<file path="config.mk">
export PLATFORM = sky130hd
export DESIGN_NAME = seven_seg_arbiter_flat
export DESIGN_NICKNAME = d
export VERILOG_FILES = /design/src/rtl/seven_seg_arbiter_if.sv /design/src/rtl/seven_seg_arbiter.sv /design/src/flat_wrapper.sv
export SDC_FILE = /design/constraint.sdc
export NUM_CORES = 1
export LEC_CHECK = 0
export CAP_MARGIN = 20
export CORE_UTILIZATION = 43
export DETAILED_ROUTE_END_ITERATION = 10
export PLACE_DENSITY = 0.77
export SLEW_MARGIN = 15
export SYNTH_ARGS = -nofsm -noshare
export SYNTH_HDL_FRONTEND = slang
export SYNTH_SLANG_ARGS = --single-unit
</file>
<file path="constraint.sdc">
create_clock -name clk50 -period 2.3 [get_ports clk50]
set_clock_uncertainty 0.05 [all_clocks]
set_input_delay 0.46 -clock clk50 [delete_from_list [all_inputs] [get_ports clk50]]
set_output_delay 0.46 -clock clk50 [all_outputs]
set_load 0.02 [all_outputs]
</file>
<file path="src/rtl/seven_seg_arbiter_if.sv">
// seven_seg_arbiter_if: bundle between display requesters and the arbiter.
//   req       - per-requester display request, level-sensitive
//   data      - packed requester values, requester i at data[16*i +: 16]
//   lock      - pins the current owner while high
//   grant     - one-hot current owner, zero when idle
//   owner_idx - binary index of the current or last owner
//   num       - value to display (feeds seven_seg_controller num)
//   hold_done - current grant has met its minimum hold time
// master: requester/display side. slave: the arbiter.
interface seven_seg_arbiter_if #(
    parameter int NUM_REQ = 4
);
    logic [NUM_REQ-1:0]    req;
    logic [16*NUM_REQ-1:0] data;
    logic                  lock;
    logic [NUM_REQ-1:0]    grant;
    logic [1:0]            owner_idx;
    logic [15:0]           num;
    logic                  hold_done;
    modport master (output req, data, lock, input grant, owner_idx, num, hold_done);
    modport slave  (input req, data, lock, output grant, owner_idx, num, hold_done);
endinterface

</file>
<file path="src/rtl/seven_seg_arbiter.sv">
// seven_seg_arbiter: round-robin sharing of one 4-digit seven-segment display.
//   clk50 - 50 MHz system clock
//   rst   - asynchronous active-high reset
//   bus   - seven_seg_arbiter_if.slave (req/data/lock in; grant/owner_idx/num/hold_done out)
// Optional: define SEVEN_SEG_ARB_PREEMPT_EN to let a rising req[0] take the
// display from any other owner (unless lock is high).
module seven_seg_arbiter #(
    parameter int NUM_REQ     = 4,
    parameter int HOLD_CYCLES = 25000000,
    parameter int CNT_W       = 25
) (
    input  logic               clk50,
    input  logic               rst,
    seven_seg_arbiter_if.slave bus
);
    localparam logic [1:0] IDLE = 2'd0;
    localparam logic [1:0] HOLD = 2'd1;
    localparam logic [1:0] OPEN = 2'd2;

    logic [1:0]       state;
    logic [1:0]       ptr;
    logic [1:0]       owner;
    logic [CNT_W-1:0] cnt;
    logic [15:0]      num_q;
    logic             hold_q;
    logic [1:0]       first_idx;
    logic             first_hit;
    logic [1:0]       next_idx;
    logic             next_hit;
    logic             preempt;

    assign bus.grant     = (state == IDLE) ? '0 : NUM_REQ'(1) << owner;
    assign bus.owner_idx = owner;
    assign bus.num       = num_q;
    assign bus.hold_done = hold_q;

    // Scanning offsets downward leaves the smallest matching offset as the winner.
    // first_*: first requester at or after ptr; next_*: first other requester after owner.
    always_comb begin
        first_idx = ptr;
        first_hit = 1'b0;
        next_idx  = owner;
        next_hit  = 1'b0;
        for (int k = NUM_REQ - 1; k >= 0; k--) begin
            if (bus.req[(int'(ptr) + k) % NUM_REQ]) begin
                first_idx = 2'((int'(ptr) + k) % NUM_REQ);
                first_hit = 1'b1;
            end
        end
        for (int k = NUM_REQ - 1; k >= 1; k--) begin
            if (bus.req[(int'(owner) + k) % NUM_REQ]) begin
                next_idx = 2'((int'(owner) + k) % NUM_REQ);
                next_hit = 1'b1;
            end
        end
    end

`ifdef SEVEN_SEG_ARB_PREEMPT_EN
    logic req0_q;
    always_ff @(posedge clk50 or posedge rst) begin
        if (rst)
            req0_q <= 1'b0;
        else
            req0_q <= bus.req[0];
    end
    // Edge-triggered so a held req[0] cannot starve the others after its own turn.
    assign preempt = bus.req[0] & ~req0_q & ~bus.lock & (state != IDLE) & (owner != 2'd0);
`else
    assign preempt = 1'b0;
`endif

    always_ff @(posedge clk50 or posedge rst) begin
        if (rst) begin
            state  <= IDLE;
            ptr    <= 2'd0;
            owner  <= 2'd0;
            cnt    <= '0;
            hold_q <= 1'b0;
            num_q  <= 16'h0000;
        end else begin
            if (state != IDLE)
                num_q <= bus.data[{owner, 4'b0000} +: 16];
            if (preempt) begin
                owner  <= 2'd0;
                cnt    <= '0;
                hold_q <= 1'b0;
                state  <= HOLD;
            end else if (state == IDLE) begin
                if (first_hit) begin
                    owner <= first_idx;
                    cnt   <= '0;
                    state <= HOLD;
                end
            end else if (state == HOLD) begin
                // Lock does not pause the hold; it only blocks release from OPEN.
                if (cnt == CNT_W'(HOLD_CYCLES - 1)) begin
                    hold_q <= 1'b1;
                    state  <= OPEN;
                end else begin
                    cnt <= cnt + 1'b1;
                end
            end else if (!bus.lock) begin
                if (next_hit) begin
                    owner  <= next_idx;
                    ptr    <= 2'((int'(owner) + 1) % NUM_REQ);
                    cnt    <= '0;
                    hold_q <= 1'b0;
                    state  <= HOLD;
                end else if (!bus.req[owner]) begin
                    hold_q <= 1'b0;
                    state  <= IDLE;
                end
            end
        end
    end
endmodule

</file>
<file path="src/flat_wrapper.sv">
// flat-port wrapper written by rule: the top's interface ports become plain ports
module seven_seg_arbiter_flat 
#(
    parameter int NUM_REQ     = 4,
    parameter int HOLD_CYCLES = 25000000,
    parameter int CNT_W       = 25
)
  (clk50, rst, bus_req, bus_data, bus_lock, bus_grant, bus_owner_idx, bus_num, bus_hold_done);
  seven_seg_arbiter_if #(.NUM_REQ(NUM_REQ)) bus_i ();
  input  logic clk50;
  input  logic rst;
  input wire logic [$bits(bus_i.req)-1:0] bus_req;
  input wire logic [$bits(bus_i.data)-1:0] bus_data;
  input wire logic [$bits(bus_i.lock)-1:0] bus_lock;
  output wire logic [$bits(bus_i.grant)-1:0] bus_grant;
  output wire logic [$bits(bus_i.owner_idx)-1:0] bus_owner_idx;
  output wire logic [$bits(bus_i.num)-1:0] bus_num;
  output wire logic [$bits(bus_i.hold_done)-1:0] bus_hold_done;
  assign bus_i.req = bus_req;
  assign bus_i.data = bus_data;
  assign bus_i.lock = bus_lock;
  assign bus_grant = bus_i.grant;
  assign bus_owner_idx = bus_i.owner_idx;
  assign bus_num = bus_i.num;
  assign bus_hold_done = bus_i.hold_done;
  seven_seg_arbiter #(.NUM_REQ(NUM_REQ), .HOLD_CYCLES(HOLD_CYCLES), .CNT_W(CNT_W)) u_core (.clk50(clk50), .rst(rst), .bus(bus_i));
endmodule
</file>
-- Word-level counts from Yosys, hierarchy flattened
Index checks and enable logic that the tools add are counted.
- bits in registers: 48
- input port bits: 71
- output and inout port bits: 23
- logic and storage cells: 120
- add/subtract/negate cells: 7
- $lt $le $gt $ge: 8
- equal/unequal tests: 12
- shift-type cells: 2
- multiplexer cells: 60
- bitwise gates (word level): 9
- reduce and logical (&&, ||, !) cells: 16
- operator list (kind ; number):
    25-bit 2-to-1 mux ; 6
    64-bit by 7-bit indexed part select with 16-bit output ; 1
    2-bit 2-to-1 mux ; 19
    1-bit 2-to-1 mux ; 26
    25-bit by 1-bit adder with 25-bit output, second input constant ; 1
    25-bit == test, second input constant ; 1
    3-bit by 4-bit less-than comparator with 1-bit output, second input constant ; 6
    1-bit binary-select mux with 2-bit select ; 8
    4-bit AND reduction ; 4
    2-bit OR reduction ; 6
    2-bit adder, second input constant ; 4
    2-bit by 1-bit != test with 1-bit output, second input constant ; 4
    1-bit AND, first input constant ; 6
    2-bit by 3-bit less-than comparator with 1-bit output, second input constant ; 2
    3-bit by 1-bit != test with 1-bit output, second input constant ; 2
    3-bit by 2-bit != test with 1-bit output, second input constant ; 2
    5-bit AND reduction ; 1
    2-bit by 1-bit adder with 2-bit output, second input constant ; 2
    4-bit 2-to-1 mux ; 1
    4-bit by 1-bit != test with 1-bit output, second input constant ; 1
    2-bit nonzero test ; 2
    4-bit nonzero test ; 1
    1-bit by 2-bit << shifter with 4-bit output, first input constant ; 1
    1-bit inverter ; 3
    other kinds (4) ; 4

-- Longest topological paths before layout
Gate-level depths: netlist of the first run.
- word-level depth: 13
- mapped depth: 8
- mapped depth without buffers: 6

-- Worst setup path before layout of the first run
OpenSTA, ideal clock, no wires.
- kind: flip-flop to flip-flop
- start: register u_core.owner[0], in the netlist u_core.bus.owner_idx[0]
- end: register u_core.owner[0], in the netlist u_core.bus.owner_idx[0]
- library setup time: 0.095 ns
- arrival time: 2.434 ns
- required time: 2.155 ns
- path slack: -0.279 ns
- cell stages (with the launch flop): 9
- path buffers: 2
- period minus slack after synthesis: 2.579 ns
- path through: dfrtp_1 -> buf_2 -> buf_1 -> inv_1 -> ha_1 -> mux4_2 -> nor4_1 -> o21ai_0 -> o31ai_1
- cells in the longest elaborated chain, start to end: 10
- elaborated cells between the ends (all ways): 25
- classes of those cells: add/sub (3); mux (19); reduce/logical (3)
- RTL lines (element ; line ; text):
    start, declared ; seven_seg_arbiter.sv:22 ; logic [1:0] owner;
    start signal, assigned ; seven_seg_arbiter.sv:90 ; owner <= first_idx;
    start signal, assigned ; seven_seg_arbiter.sv:104 ; owner <= next_idx;
    2-bit adder ; seven_seg_arbiter.sv:51, seven_seg_arbiter.sv:52 ;
    1-bit binary-select mux with 2-bit select ; seven_seg_arbiter.sv:51 ; if (bus.req[(int'(owner) + k) % NUM_REQ]) begin
    1-bit 2-to-1 mux (implied by the code) (2 in series) ; seven_seg_arbiter.sv:51 ;
    2-bit 2-to-1 mux (2 in series) ; seven_seg_arbiter.sv:51 ;
    2-bit 2-to-1 mux ; seven_seg_arbiter.sv:103 ; if (next_hit) begin
    2-bit 2-to-1 mux ; seven_seg_arbiter.sv:102 ; end else if (!bus.lock) begin
    2-bit 2-to-1 mux ; seven_seg_arbiter.sv:94 ; end else if (state == HOLD) begin
    2-bit 2-to-1 mux ; seven_seg_arbiter.sv:88 ; end else if (state == IDLE) begin
Parallel ways exist; a longest one is shown, timed or not. The select of a mux whose other input is x is not followed.
A chain may end at the register's enable or synchronous reset.

-- Worst setup path in the final report of the first run
- start: register u_core.state[1]
- end: output port bus_grant[0]
- cells in the longest elaborated chain, start to end: 2
- RTL lines (element ; line ; text):
    start, declared ; seven_seg_arbiter.sv:20 ; logic [1:0] state;
    start signal, assigned ; seven_seg_arbiter.sv:74 ; state <= IDLE;
    start signal, assigned ; seven_seg_arbiter.sv:87 ; state <= HOLD;
    start signal, assigned ; seven_seg_arbiter.sv:92 ; state <= HOLD;
    2-bit logical NOT ; seven_seg_arbiter.sv:32 ; assign bus.grant = (state == IDLE) ? '0 : NUM_REQ'(1) << owner;
    4-bit 2-to-1 mux ; seven_seg_arbiter.sv:32 ;
    end, declared ; flat_wrapper.sv:15 ; output wire logic [$bits(bus_i.grant)-1:0] bus_grant;
No other way between the ends.

==> metrics.md, run 1 <==
| Metric | Value |
|---|---|
| Portion of synthesized cell area occupied by the leading cell type | between 30% and 40% |
| Maximum VDD drop | about 0.56 mV |
| IO buf count | 93 |
| Number of detailed-route iterations in the first pass | 5 |
| Initial antenna violation count | 0 |
| Combinational fraction of design power | 51.5% |
| Fraction of power consumed by sequential logic | between 30% and 40% |
| Post-synth EDFFs | 0 |
| Highest net fanout along the worst path | 11 |
| Number of maximum-capacitance violations | 0 |
| M1 wire length | 3.47 mm |
| Placed wire-length estimate after detailed placement | around 6.4 mm |
| Result of the run | completed |
| Final critical-path required period | about 2.2 ns |
| Clock network fraction of total power | between 15 and 20% |
| Headroom to the max-slew limit | between 50% and 60% |
| Sink count of the clock tree | between 40 and 50 |
| WP buf/inv | 1 |
| Worst hold path class | reg -> reg |
| Worst slew pin tran | 0.605 ns |
| Seq cells post-synth | 48 |
| Hold-fix buffers at CTS | 0 |
| Worst-path clk slew | approximately 0.090 ns |
| Largest net degree at the start of global routing | 49 |
| Post-synthesis instance total | 292 |
| Cell taking the most area after synthesis | sky130_fd_sc_hd__dfrtp_1 |
| Count of non-filler cells in the finished layout | 502 |
| Via-to-Cell Ratio | around 5.8 |
| Routability-driven placement congestion ratio | between 0.8 and 0.9 |
| Number of filler cells placed in the layout | 583 |
| First-pass GRT wire length | roughly 14 mm |
| Worst path top cell family by delay | simple AND/OR/NAND/NOR gates |
| Power per unit of standard cell area | 1020 nW/µm² |
| Ports | 94 |
| Num rows | 30 |
| Final ANT Viol Nets | 0 |
| CTS HTree Levels | 2 |
| Detailed route wirelength on metal2 | around 4.2 mm |
| Share of synthesized flip-flops with an asynchronous set or reset | 100% |
| Effective utilization at floorplan | 45.0% |
| Met3 wire length | 736 µm |
| CP max stage cell | sky130_fd_sc_hd__dfrtp_1 |
| Final clock period utilization by the worst path | 93.8% |
| Number of distinct library cells after synthesis | about 50 |
| Critical path arrival | ~1.7 ns |
| Leakage | roughly 2 nW |
| Maximum count of clock buffers along a single path | 2 |
| Sequential share of the synthesized area | 38.8% |
| Largest cells by area after synthesis | sky130_fd_sc_hd__dfrtp_1, sky130_fd_sc_hd__mux4_2, sky130_fd_sc_hd__mux2_2 |
| Crit-path max cell delay | between 0.4 and 0.5 ns |
| Critical Path End Type | primary output |
| Clock root cell | sky130_fd_sc_hd__clkbuf_8 |
| Count of endpoints failing hold in the final timing report | 0 |
| Total nets after synthesis | between 300 and 400 |
| Clock tree from TritonCTS | built |
| Switch Pwr | between 1.5 and 2 mW |
| Final number of setup-violating endpoints | 0 |
| Inst Count DP | between 400 and 500 |
| Internal power | around 2.8 mW |
| Overall die area | around 7500 µm² |
| CTS buffer count | 5 |
| Post-Syn Area | around 3100 µm² |
| Classification of the worst setup path | reg -> out |
| DRT iter0 DRCs | about 160 |
| Routed wire per std cell | around 17 µm |
| WL final | around 8.5 mm |
| Total Nets Final | roughly 480 |
| Proportion of layout cells with a drive suffix above 1 | a little over a fifth |
| RSZ-0062 raised after global routing | no |
| Prevailing post-synth register cell | sky130_fd_sc_hd__dfrtp_1 |
| Via Count | a little under 3000 |
| Highest metal layer with signal wires | met4 |
| CP Launch Type | register |
| Via count of the first global-routing pass | 2803 |
| Die Width | a little under 90 µm |
| Average instance area after synthesis | approximately 11 µm² |
| Data required, critical path | between 1.5 and 2 ns |
| Count of inserted antenna diode cells | 0 |
| Number of DRC violations after detailed routing | 0 |
| Insertion delay to the later sink of the worst-skew pair | ~0.3 ns |
| Switching power as a share of total power | 37.1% |
| FMAX | ~0.46 GHz |
| Global-route total usage across every layer | approximately 23% |
| Count of pins over their slew limit | 0 |
| Congestion Overflow GR | 0 |
| DIE HEIGHT | ~87 µm |
| Post-route core utilization | about 65% |
| Area growth from synthesis to layout | 43.6% |
| Floorplan core area | about 7000 µm² |
| Sequence of cells on the critical path | or2_2 -> and2_1 -> dlygate4sd2_1 |
| Yosys warning count | 0 |
[repair_timing]
item / in CTS / in global routing
setup endpoints to repair: 4 / 14
gates resized for setup: 4 / 3
buffers inserted: 0 / 2
endpoints found under the hold margin: 0 / 0
[cell usage after synthesis, drive strengths merged, types with 2 or more instances]
cell,number
nand4,7
a211o,7
nor2b,2
and4,2
a211oi,2
mux4,17
o21ai,15
nand2b,3
nor2,12
nor3,10
or2,3
mux2,20
a21oi,15
nand3,14
a21o,2
o22a,2
o31ai,2
nor3b,2
nand2,19
and2,6
and3,9
a41oi,2
o21ba,3
ha,5
or4,3
o21a,3
buf,5
inv,8
a31oi,13
nor4,3
mux2i,7
nor4b,2
dfrtp,48
clkbuf,10
[cells by family after synthesis]
kind of cell,count (synthesis),synth area share (%)
muxes,44,21.9
AOI/OAI and AO/OA,73,16.1
DFF,48,38.8
and+or+nand+nor,99,17.9
buffers and inverters,23,3.20
adders and majority gates,5,2.02
[metal layers]
| metal | global-route usage [%] | vias up |
|---|---|---|
| met1 | 28.4 | 1422 |
| met5 | 0 | - |
| met2 | 41.2 | 117 |
| met4 | 6.67 | 0 |
| met3 | 4.86 | 8 |
| li1 | - | 1356 |
[sequential cells by signal, indices dropped and copies added (netlist names)]
signal                cells
u_core.cnt               25
u_core.bus.num           16
u_core.bus.owner_idx      2
u_core.ptr                2
u_core.state              2
u_core.bus.hold_done      1
[stage by stage]
stage          setup TNS (ns)  total power [mW]  instance area [µm²]  setup WS, ns  hold WS, ns
2_1_floorplan               0              2.87                 3100        0.0729        0.378
3_3_place_gp                0              3.73                 4280        0.0145        0.407
3_5_place_dp          -0.0338              3.80                 4280       -0.0338        0.412
4_1_cts                     0              4.51                 4420        0.0255        0.428
5_1_grt                     0              4.80                 4440        0.0389        0.446
6_report                    0              4.52                 4440         0.142        0.428
[power by group through the flow]
stage	clock, mW	combinational (mW)	sequential, mW
final	0.737	2.33	1.45
after global routing	0.778	2.52	1.51
after CTS	0.753	2.30	1.46
after detailed placement	0	2.33	1.47
after global placement	0	2.27	1.46
after floorplan	0	1.27	1.60
[final timing paths]
kind                                                  start                       endpoint  slack, ns  cells past startpoint
worst min-delay path             u_core.cnt[24]$_DFFE_PP0P_     u_core.cnt[24]$_DFFE_PP0P_       0.43                      1
max in group asynchronous                               rst    u_core.state[0]$_DFFE_PP0P_       1.22                      3
min in group asynchronous                               rst  u_core.bus.num[9]$_DFFE_PP0N_       0.56                      3
worst max-delay path            u_core.state[1]$_DFFE_PP0P_                   bus_grant[0]       0.14                      3
worst max register to register    u_core.cnt[1]$_DFFE_PP0P_     u_core.cnt[15]$_DFFE_PP0P_       0.18                      7
worst min register to register   u_core.cnt[24]$_DFFE_PP0P_     u_core.cnt[24]$_DFFE_PP0P_       0.43                      1
[cell type report]
type	count	area (µm²)	share of cell area, %
Clock buffer	5	68.8	1.55
Clock inverter	3	68.8	1.55
Inverter	8	30.0	0.676
Multi-Input combinational cell	221	1800	40.6
Sequential cell	48	1200	27.0
Tap cell	96	120	2.70
Timing Repair Buffer	121	1150	25.9
[cell usage in the layout (no fill, tap or decap), types with 3 or more instances in the layout]
cell type | netlist | final
sky130_fd_sc_hd__nand2b_1 | 3 | 3
sky130_fd_sc_hd__buf_4 | 0 | 26
sky130_fd_sc_hd__ha_1 | 5 | 5
sky130_fd_sc_hd__nand2_1 | 19 | 18
sky130_fd_sc_hd__and3_1 | 9 | 9
sky130_fd_sc_hd__a21oi_1 | 15 | 15
sky130_fd_sc_hd__o21ai_0 | 14 | 14
sky130_fd_sc_hd__o21a_1 | 3 | 3
sky130_fd_sc_hd__mux2_2 | 20 | 20
sky130_fd_sc_hd__nand3_1 | 14 | 14
sky130_fd_sc_hd__a211o_1 | 7 | 7
sky130_fd_sc_hd__mux2i_1 | 7 | 7
sky130_fd_sc_hd__nand4_1 | 6 | 6
sky130_fd_sc_hd__inv_1 | 8 | 7
sky130_fd_sc_hd__dlygate4sd2_1 | 0 | 4
sky130_fd_sc_hd__a31oi_1 | 13 | 13
sky130_fd_sc_hd__dfrtp_1 | 48 | 48
sky130_fd_sc_hd__o21ba_2 | 3 | 3
sky130_fd_sc_hd__clkbuf_8 | 0 | 5
sky130_fd_sc_hd__nor2_1 | 12 | 12
sky130_fd_sc_hd__and2_1 | 6 | 6
sky130_fd_sc_hd__nor3_1 | 10 | 10
sky130_fd_sc_hd__clkdlybuf4s50_1 | 0 | 89
sky130_fd_sc_hd__mux4_2 | 17 | 17
[worst reg2reg max path, stage by stage, from the launching register on]
cell,delay [ns]
sky130_fd_sc_hd__dfrtp_1,0.40
sky130_fd_sc_hd__ha_1,0.20
sky130_fd_sc_hd__nand2_2,0.11
sky130_fd_sc_hd__or4_4,0.54
sky130_fd_sc_hd__o21ai_2,0.22
sky130_fd_sc_hd__buf_4,0.21
sky130_fd_sc_hd__nor3_1,0.06
sky130_fd_sc_hd__a211o_1,0.23
Note: power is estimated with default switching activity, not from simulation.
==> run 2, diff against run 1 <==
ABC_AREA = 1   (was not set)
CORE_UTILIZATION = 40   (was 43)
PLACE_DENSITY = 0.7   (was 0.77)
==> metrics.md, run 2 <==
| Metric | Value |
|---|---|
| Routed wire per std cell | 12.2 µm (was 17.0 µm) |
| Max reg flops | 25 (unchanged) |
| Final clock period utilization by the worst path | 95.3% (was 93.8%) |
| Worst hold path class | in -> async (was reg -> reg) |
| CP Launch Type | register (unchanged) |
| Number of filler cells placed in the layout | 837 (was 583) |
| Total Nets Final | 738 (was 481) |
| CTS buffer count | 5 (unchanged) |
| Overall die area | 9380 µm² (was 7540 µm²) |
| Cell count of the worst reg-to-reg path | 10 (was 7) |
| Most instantiated cells after synthesis | sky130_fd_sc_hd__nand2_1, sky130_fd_sc_hd__nor2_1, sky130_fd_sc_hd__dfrtp_1 (was sky130_fd_sc_hd__dfrtp_1, sky130_fd_sc_hd__mux2_2, sky130_fd_sc_hd__nand2_1) |
| Cell taking the most area after synthesis | sky130_fd_sc_hd__dfrtp_1 (unchanged) |
| Number of maximum-capacitance violations | 0 (unchanged) |
| Detailed route wirelength on metal2 | 4.42 mm (was 4.22 mm) |
| Effective utilization at floorplan | 41.2% (was 45.0%) |
| Yosys warning count | 0 (unchanged) |
| Final number of setup-violating endpoints | 0 (unchanged) |
| Flop2flop setup slack | 0.30 ns (was 0.18 ns) |
| Total nets after synthesis | 647 (was 368) |
| Area growth from synthesis to layout | 32.5% (was 43.6%) |
| Count of inserted antenna diode cells | 0 (unchanged) |
| Ports | 94 (unchanged) |
| Initial antenna violation count | 0 (unchanged) |
| Clock root cell | sky130_fd_sc_hd__clkbuf_8 (unchanged) |
| Number of detailed-route iterations in the first pass | 4 (was 5) |
| Via count of the first global-routing pass | 3673 (was 2803) |
| Post-synthesis instance total | 571 (was 292) |
| Internal power | 2.51 mW (was 2.84 mW) |
| Power per unit of standard cell area | 995 nW/µm² (was 1020 nW/µm²) |
| Combinational fraction of design power | 59.7% (was 51.5%) |
| Sink count of the clock tree | 48 (unchanged) |
| Routability-driven placement congestion ratio | 0.880 (was 0.877) |
| Via-to-Cell Ratio | 4.92 (was 5.78) |
| Most common library cell in the layout ignoring fill and taps | sky130_fd_sc_hd__nand2_1 (was sky130_fd_sc_hd__clkdlybuf4s50_1) |
| FMAX | 0.456 GHz (was 0.463 GHz) |
| Result of the run | completed (unchanged) |
| Switch Pwr | 2.23 mW (was 1.68 mW) |
| Post-Route Hold Slack | 0.393 ns (was 0.428 ns) |
| Maximum VDD drop | 0.552 mV (was 0.561 mV) |
| Switching power as a share of total power | 47.0% (was 37.1%) |
| Insertion delay to the later sink of the worst-skew pair | 0.30 ns (about the same) |
| Commonest cells after routing, fill and taps aside | sky130_fd_sc_hd__nand2_1, sky130_fd_sc_hd__nor2_1, sky130_fd_sc_hd__clkdlybuf4s50_1 (was sky130_fd_sc_hd__clkdlybuf4s50_1, sky130_fd_sc_hd__dfrtp_1, sky130_fd_sc_hd__buf_4) |
| Final critical-path required period | 2.19 ns (was 2.16 ns) |
| Floorplan core area | 8720 µm² (was 6870 µm²) |
| Die Width | 96.8 µm (was 86.8 µm) |
| Number of distinct library cells after synthesis | 32 (was 51) |
| Count of non-filler cells in the finished layout | 771 (was 502) |
| Global-route total usage across every layer | 20.8% (was 23.2%) |
| DIE HEIGHT | 96.8 µm (was 86.8 µm) |
| Count of pins over their slew limit | 0 (unchanged) |
| Largest net degree at the start of global routing | 37 (was 49) |
| Headroom to the max-slew limit | 58.6% (was 59.7%) |
| Most common cell in the synthesized netlist | sky130_fd_sc_hd__nand2_1 (was sky130_fd_sc_hd__dfrtp_1) |
| CTS HTree Levels | 2 (unchanged) |
| Worst slew pin tran | 0.621 ns (was 0.605 ns) |
| Highest metal layer with signal wires | met4 (unchanged) |
| Sequential share of the synthesized area | 33.4% (was 38.8%) |
| Critical path arrival | 1.68 ns (was 1.65 ns) |
| First-pass GRT wire length | 16.3 mm (was 13.7 mm) |
| Worst-path clk slew | 0.09 ns (about the same) |
| Reg with most FFs | u_core.cnt (unchanged) |
| Leakage | 2.18 nW (was 1.95 nW) |
| Final ANT Viol Nets | 0 (unchanged) |
| Met3 wire length | 817 µm (was 736 µm) |
| Post-Syn Area | 3600 µm² (was 3090 µm²) |
| Placed wire-length estimate after detailed placement | 7.34 mm (was 6.44 mm) |
| Maximum count of clock buffers along a single path | 2 (unchanged) |
| Classification of the worst setup path | reg -> out (unchanged) |
| Num rows | 34 (was 30) |
| Largest cells by area after synthesis | sky130_fd_sc_hd__dfrtp_1, sky130_fd_sc_hd__nand2_1, sky130_fd_sc_hd__nor2_1 (was sky130_fd_sc_hd__dfrtp_1, sky130_fd_sc_hd__mux4_2, sky130_fd_sc_hd__mux2_2) |
| DRT iter0 DRCs | 134 (was 159) |
| Fraction of power consumed by sequential logic | 27.1% (was 32.2%) |
| Congestion Overflow GR | 0 (unchanged) |
| Clock network fraction of total power | 13.2% (was 16.3%) |
| Share of synthesized flip-flops with an asynchronous set or reset | 100% (unchanged) |
| Clock tree from TritonCTS | built (unchanged) |
| RSZ-0062 raised after global routing | no (unchanged) |
| IO buf count | 93 (unchanged) |
| Via Count | 3795 (was 2903) |
| Data required, critical path | 1.79 ns (about the same) |
| Count of endpoints failing hold in the final timing report | 0 (unchanged) |
| Portion of synthesized cell area occupied by the leading cell type | 33.4% (was 38.8%) |
| Setup total negative slack | 0 ns (unchanged) |
| Prevailing post-synth register cell | sky130_fd_sc_hd__dfrtp_1 (unchanged) |
| M1 wire length | 4.04 mm (was 3.47 mm) |
| Number of DRC violations after detailed routing | 0 (unchanged) |
| Post-synth EDFFs | 0 (unchanged) |
| Critical Path End Type | primary output (unchanged) |
| Highest net fanout along the worst path | 29 (was 11) |
| Proportion of layout cells with a drive suffix above 1 | 8.45% (was 21.7%) |
| Seq cells post-synth | 48 (unchanged) |
| Average instance area after synthesis | 6.30 µm² (was 10.6 µm²) |
| WL final | 9.38 mm (was 8.51 mm) |
| Inst Count DP | 763 (was 492) |
==> run 2: cell count changes after synthesis, sizes merged, moves of 7 or more <==
cell | previous run | this run
nand2 | 19 | 183
inv | 8 | 40
xor2 | 0 | 8
mux2 | 20 | 0
o21ai | 15 | 44
mux4 | 17 | 0
nor2 | 12 | 144
and3 | 9 | 0
buf | 5 | 14
a211o | 7 | 0
nand3 | 14 | 40
a21oi | 15 | 6
mux2i | 7 | 0
==> run 2: worst paths after layout <==
check / start / end
max: u_core.bus.owner_idx[0]$_DFFE_PP0P_ / bus_owner_idx[0]
min: rst / u_core.bus.num[3]$_DFFE_PP0N_
max reg2reg: u_core.cnt[0]$_DFFE_PP0P_ / u_core.cnt[0]$_DFFE_PP0P_
min reg2reg: u_core.bus.hold_done$_DFFE_PP0P_ / u_core.bus.hold_done$_DFFE_PP0P_
max in group asynchronous: rst / u_core.cnt[0]$_DFFE_PP0P_
min in group clk50: u_core.bus.hold_done$_DFFE_PP0P_ / u_core.bus.hold_done$_DFFE_PP0P_
==> run 2: metal layers <==
metal  vias up  GRT usage (%)
met5         -              0
met4         0           5.17
met3         9           6.21
met2       128           37.2
met1      1686           24.2
li1       1972              -
==> run 2: kinds of logic after synthesis <==
group	count (synthesis)	synth area share [%]
adders and majority gates	5	1.74
and+or+nand+nor	379	44.7
buffers and inverters	61	7.48
DFF	48	33.4
xor gates and xnor gates	12	2.92
AOI/OAI and AO/OA	66	9.74
==> run 2: power by group through the flow <==
stage / registers (mW) / logic [mW] / clock network [mW]
after floorplan: 1.45 / 1.73 / 0
after global placement: 1.28 / 2.84 / 0
after detailed placement: 1.29 / 2.87 / 0
after CTS: 1.28 / 2.85 / 0.635
after global routing: 1.32 / 3.18 / 0.671
final: 1.28 / 2.83 / 0.625
==> run 2: cell type report <==
| cell class | instances | area (µm²) | area share, % |
|---|---|---|---|
| clock buffer | 5 | 68.8 | 1.44 |
| inverter | 41 | 154 | 3.23 |
| clock inverter | 3 | 42.5 | 0.893 |
| multi-input combinational | 462 | 2130 | 44.6 |
| sequential | 48 | 1200 | 25.2 |
| timing repair buffer | 104 | 1040 | 21.7 |
| tap | 108 | 135 | 2.84 |
==> run 2: timing repair <==
item	CTS	global route
pin swaps	0	0
hold buffers	0	0
resized for setup	5	2
setup endpoints to repair	5	4
setup buffers	0	0
==> run 2: through the flow <==
step	area (µm²)	util (%)	setup slack, ns	total power [mW]
2_1_floorplan	3600	-	0.305	3.18
5_1_grt	4770	54.6	0.0441	5.17
3_3_place_gp	4660	53.4	0.166	4.12
4_1_cts	4760	54.6	0.0233	4.76
3_5_place_dp	4660	53.4	0.100	4.16
6_report	4770	54.6	0.107	4.74
==> run 2: critical path, cell delays in order (launching register included) <==
cell and delay [ns]:
sky130_fd_sc_hd__dfrtp_1 0.47, sky130_fd_sc_hd__buf_6 0.26, sky130_fd_sc_hd__clkdlybuf4s50_1 0.65
==> run 3, diff against run 2 <==
PLACE_DENSITY = 0.68   (was 0.7)
clock period = 2.8 ns   (was 2.3 ns; I/O delays follow)
==> metrics.md, run 3 (synthesized netlist as in run 2, its figures left out) <==
| Metric | Value |
|---|---|
| Met3 routing resource usage after global routing | 6.94% (was 6.21%) |
| Sequence of cells on the critical path | buf_4 -> ha_1 -> inv_1 -> nor2_1 -> clkdlybuf4s50_1 (was buf_6 -> clkdlybuf4s50_1) |
| DRT iter0 DRCs | 151 (was 134) |
| WL final | 9.46 mm (was 9.38 mm) |
| Via count of the first global-routing pass | 3676 (was 3673) |
| Hold-critical path depth | 2 |
| Post-route standard cell area excluding fillers | 4700 µm² (was 4770 µm²) |
| IO buf count | 93 (unchanged) |
| Number of detailed-route iterations in the first pass | 5 (was 4) |
| Worst reg2reg startpoint | u_core.cnt[0]$_DFFE_PP0P_ (unchanged) |
| DIE HEIGHT | 96.8 µm (unchanged) |
| Insertion delay to the later sink of the worst-skew pair | 0.30 ns (about the same) |
| Placed wire-length estimate after detailed placement | 7.23 mm (was 7.34 mm) |
| Critical path arrival | 2.01 ns (was 1.68 ns) |
| Worst hold path class | reg -> reg (was in -> async) |
| Ports | 94 (unchanged) |
| Count of endpoints failing hold in the final timing report | 0 (unchanged) |
| WP buf/inv | 3 (was 2) |
| Worst-path clk slew | 0.09 ns (about the same) |
| Worst slew pin tran | 0.763 ns (was 0.621 ns) |
| Cell count of the worst reg-to-reg path | 9 (was 10) |
| Data required, critical path | 2.19 ns (was 1.79 ns) |
| Max reg flops | 25 (unchanged) |
| Overall die area | 9380 µm² (unchanged) |
| Crit-path max cell delay | 0.63 ns (was 0.65 ns) |
| Number of DRC violations after detailed routing | 0 (unchanged) |
| Critical hold path startpoint | u_core.bus.hold_done$_DFFE_PP0P_ |
| Leakage | 2.14 nW (was 2.18 nW) |
| Hold-fix buffers at CTS | 0 (unchanged) |
| Placed Instance Area | 4610 µm² (was 4660 µm²) |
| Via Count | 3801 (was 3795) |
| # Post-CTS Setup Buffers | 0 (unchanged) |
| Result of the run | completed (unchanged) |
| Num rows | 34 (unchanged) |
| Routed wire per std cell | 12.3 µm (was 12.2 µm) |
| Most used routing layer | met2 (unchanged) |
| Reg with most FFs | u_core.cnt (unchanged) |
| CTS HTree Levels | 2 (unchanged) |
| Final number of setup-violating endpoints | 0 (unchanged) |
| Total Nets Final | 735 (was 738) |
| Worst path top cell family by delay | buffers and inverters (unchanged) |
| Post-CTS sizing | 0 (was 5) |
| Routability-driven placement congestion ratio | 0.885 (was 0.880) |
| FMAX | ~0.38 GHz |
| Flop2flop setup slack | 0.62 ns (was 0.30 ns) |
| Setup total negative slack | 0 ns (unchanged) |
| Maximum VDD drop | 0.525 mV (was 0.552 mV) |
| Reg-to-reg critical path endpoint | u_core.cnt[22]$_DFFE_PP0P_ (was u_core.cnt[0]$_DFFE_PP0P_) |
| Initial antenna violation count | 0 (unchanged) |
| Count of pins over their slew limit | 0 (unchanged) |
| Count of inserted antenna diode cells | 0 (unchanged) |
| Global-route total usage across every layer | 20.8% (about the same) |
| Final critical-path required period | approximately 2.6 ns |
| Power per unit of standard cell area | 804 nW/µm² (was 995 nW/µm²) |
| Headroom to the max-slew limit | 49.1% (was 58.6%) |
| Clock root cell | sky130_fd_sc_hd__clkbuf_8 (unchanged) |
| Endpoint of the worst hold path | u_core.bus.hold_done$_DFFE_PP0P_ |
| CP Launch Type | register (unchanged) |
| Floorplan core area | 8720 µm² (unchanged) |
| Largest net degree at the start of global routing | 38 (was 37) |
| Clock tree from TritonCTS | built (unchanged) |
| Proportion of layout cells with a drive suffix above 1 | 7.74% (was 8.45%) |
| Maximum count of clock buffers along a single path | 2 (unchanged) |
| Congestion Overflow GR | 0 (unchanged) |
| Final clock period utilization by the worst path | 93.4% |
| Highest net fanout along the worst path | 19 (was 29) |
| Post-Route Hold Slack | 0.445 ns (was 0.393 ns) |
| Final ANT Viol Nets | 0 (unchanged) |
| Sink count of the clock tree | 48 (unchanged) |
| Via-to-Cell Ratio | 4.96 (was 4.92) |
| Die Width | 96.8 µm (unchanged) |
| CTS buffer count | 5 (unchanged) |
| Number of maximum-capacitance violations | 0 (unchanged) |
| Commonest cells after routing, fill and taps aside | sky130_fd_sc_hd__nand2_1, sky130_fd_sc_hd__nor2_1, sky130_fd_sc_hd__clkdlybuf4s50_1 (unchanged) |
| RSZ-0062 raised after global routing | no (unchanged) |
| First-pass GRT wire length | 16.2 mm (was 16.3 mm) |
| Global-route track usage on met2 | 35.2% (was 37.2%) |
| GRT met1 Usage | 25.1% (was 24.2%) |
| Effective utilization at floorplan | 41.2% (unchanged) |
| Overall power of the completed layout | 3.78 mW (was 4.74 mW) |
| Most common library cell in the layout ignoring fill and taps | sky130_fd_sc_hd__nand2_1 (unchanged) |
| Area growth from synthesis to layout | 30.6% (was 32.5%) |
| Classification of the worst setup path | reg -> out (unchanged) |
| Critical Path End Type | primary output (unchanged) |
| CP max stage cell | sky130_fd_sc_hd__clkdlybuf4s50_1 (unchanged) |
## run 3: per-stage QoR
stage               instances  setup slack, ns  utilization, %
global placement          760            0.313            52.8
CTS                       767            0.156            53.9
floorplan                 571            0.707               -
detailed placement        760            0.267            52.8
finish                    767            0.184            53.9
global route              767           0.0730            53.9
## run 3: layout make-up
type,instances,area (µm²)
fillers,839,4020
multi-input cells,462,2130
flip-flops and latches,48,1200
repair buffers,101,991
inverters,41,154
well taps,108,135
clock buffers,6,82.6
clock inverters,1,8.76
## run 3: worst max path at each step
| stage | from | endpoint | slack [ns] | depth (start not counted) |
|---|---|---|---|---|
| floorplan | u_core.bus.owner_idx[1]$_DFFE_PP0P_ | bus_grant[0] | 0.71 | 5 |
| global placement | bus_req[1] | u_core.cnt[22]$_DFFE_PP0P_ | 0.31 | 10 |
| detailed placement | bus_req[1] | u_core.cnt[16]$_DFFE_PP0P_ | 0.27 | 10 |
| CTS | u_core.bus.owner_idx[1]$_DFFE_PP0P_ | bus_grant[0] | 0.16 | 5 |
| global route | u_core.bus.owner_idx[1]$_DFFE_PP0P_ | bus_grant[0] | 0.07 | 5 |
| finish | u_core.bus.owner_idx[1]$_DFFE_PP0P_ | bus_grant[3] | 0.18 | 5 |
## run 3: report_power, final
group          switching, mW  internal, mW  leakage [nW]
logic                   1.39         0.888          1.47
clock network          0.236         0.197        0.0473
registers              0.185         0.879         0.617
total                   1.81          1.96          2.14
## run 3: worst reg2reg max path, delay by kind of cell (launching register included)
kind	cells	cell delay, ns
and+or+nand+nor	8	1.24
adders and majority gates	1	0.31
DFF	1	0.49
## run 3: metal layers
layer  vias up  share of wire (%)
met1      1682                 43
met4         0                1.6
met3        16                8.7
li1       1968                  -
met5         -                  0
met2       135                 47
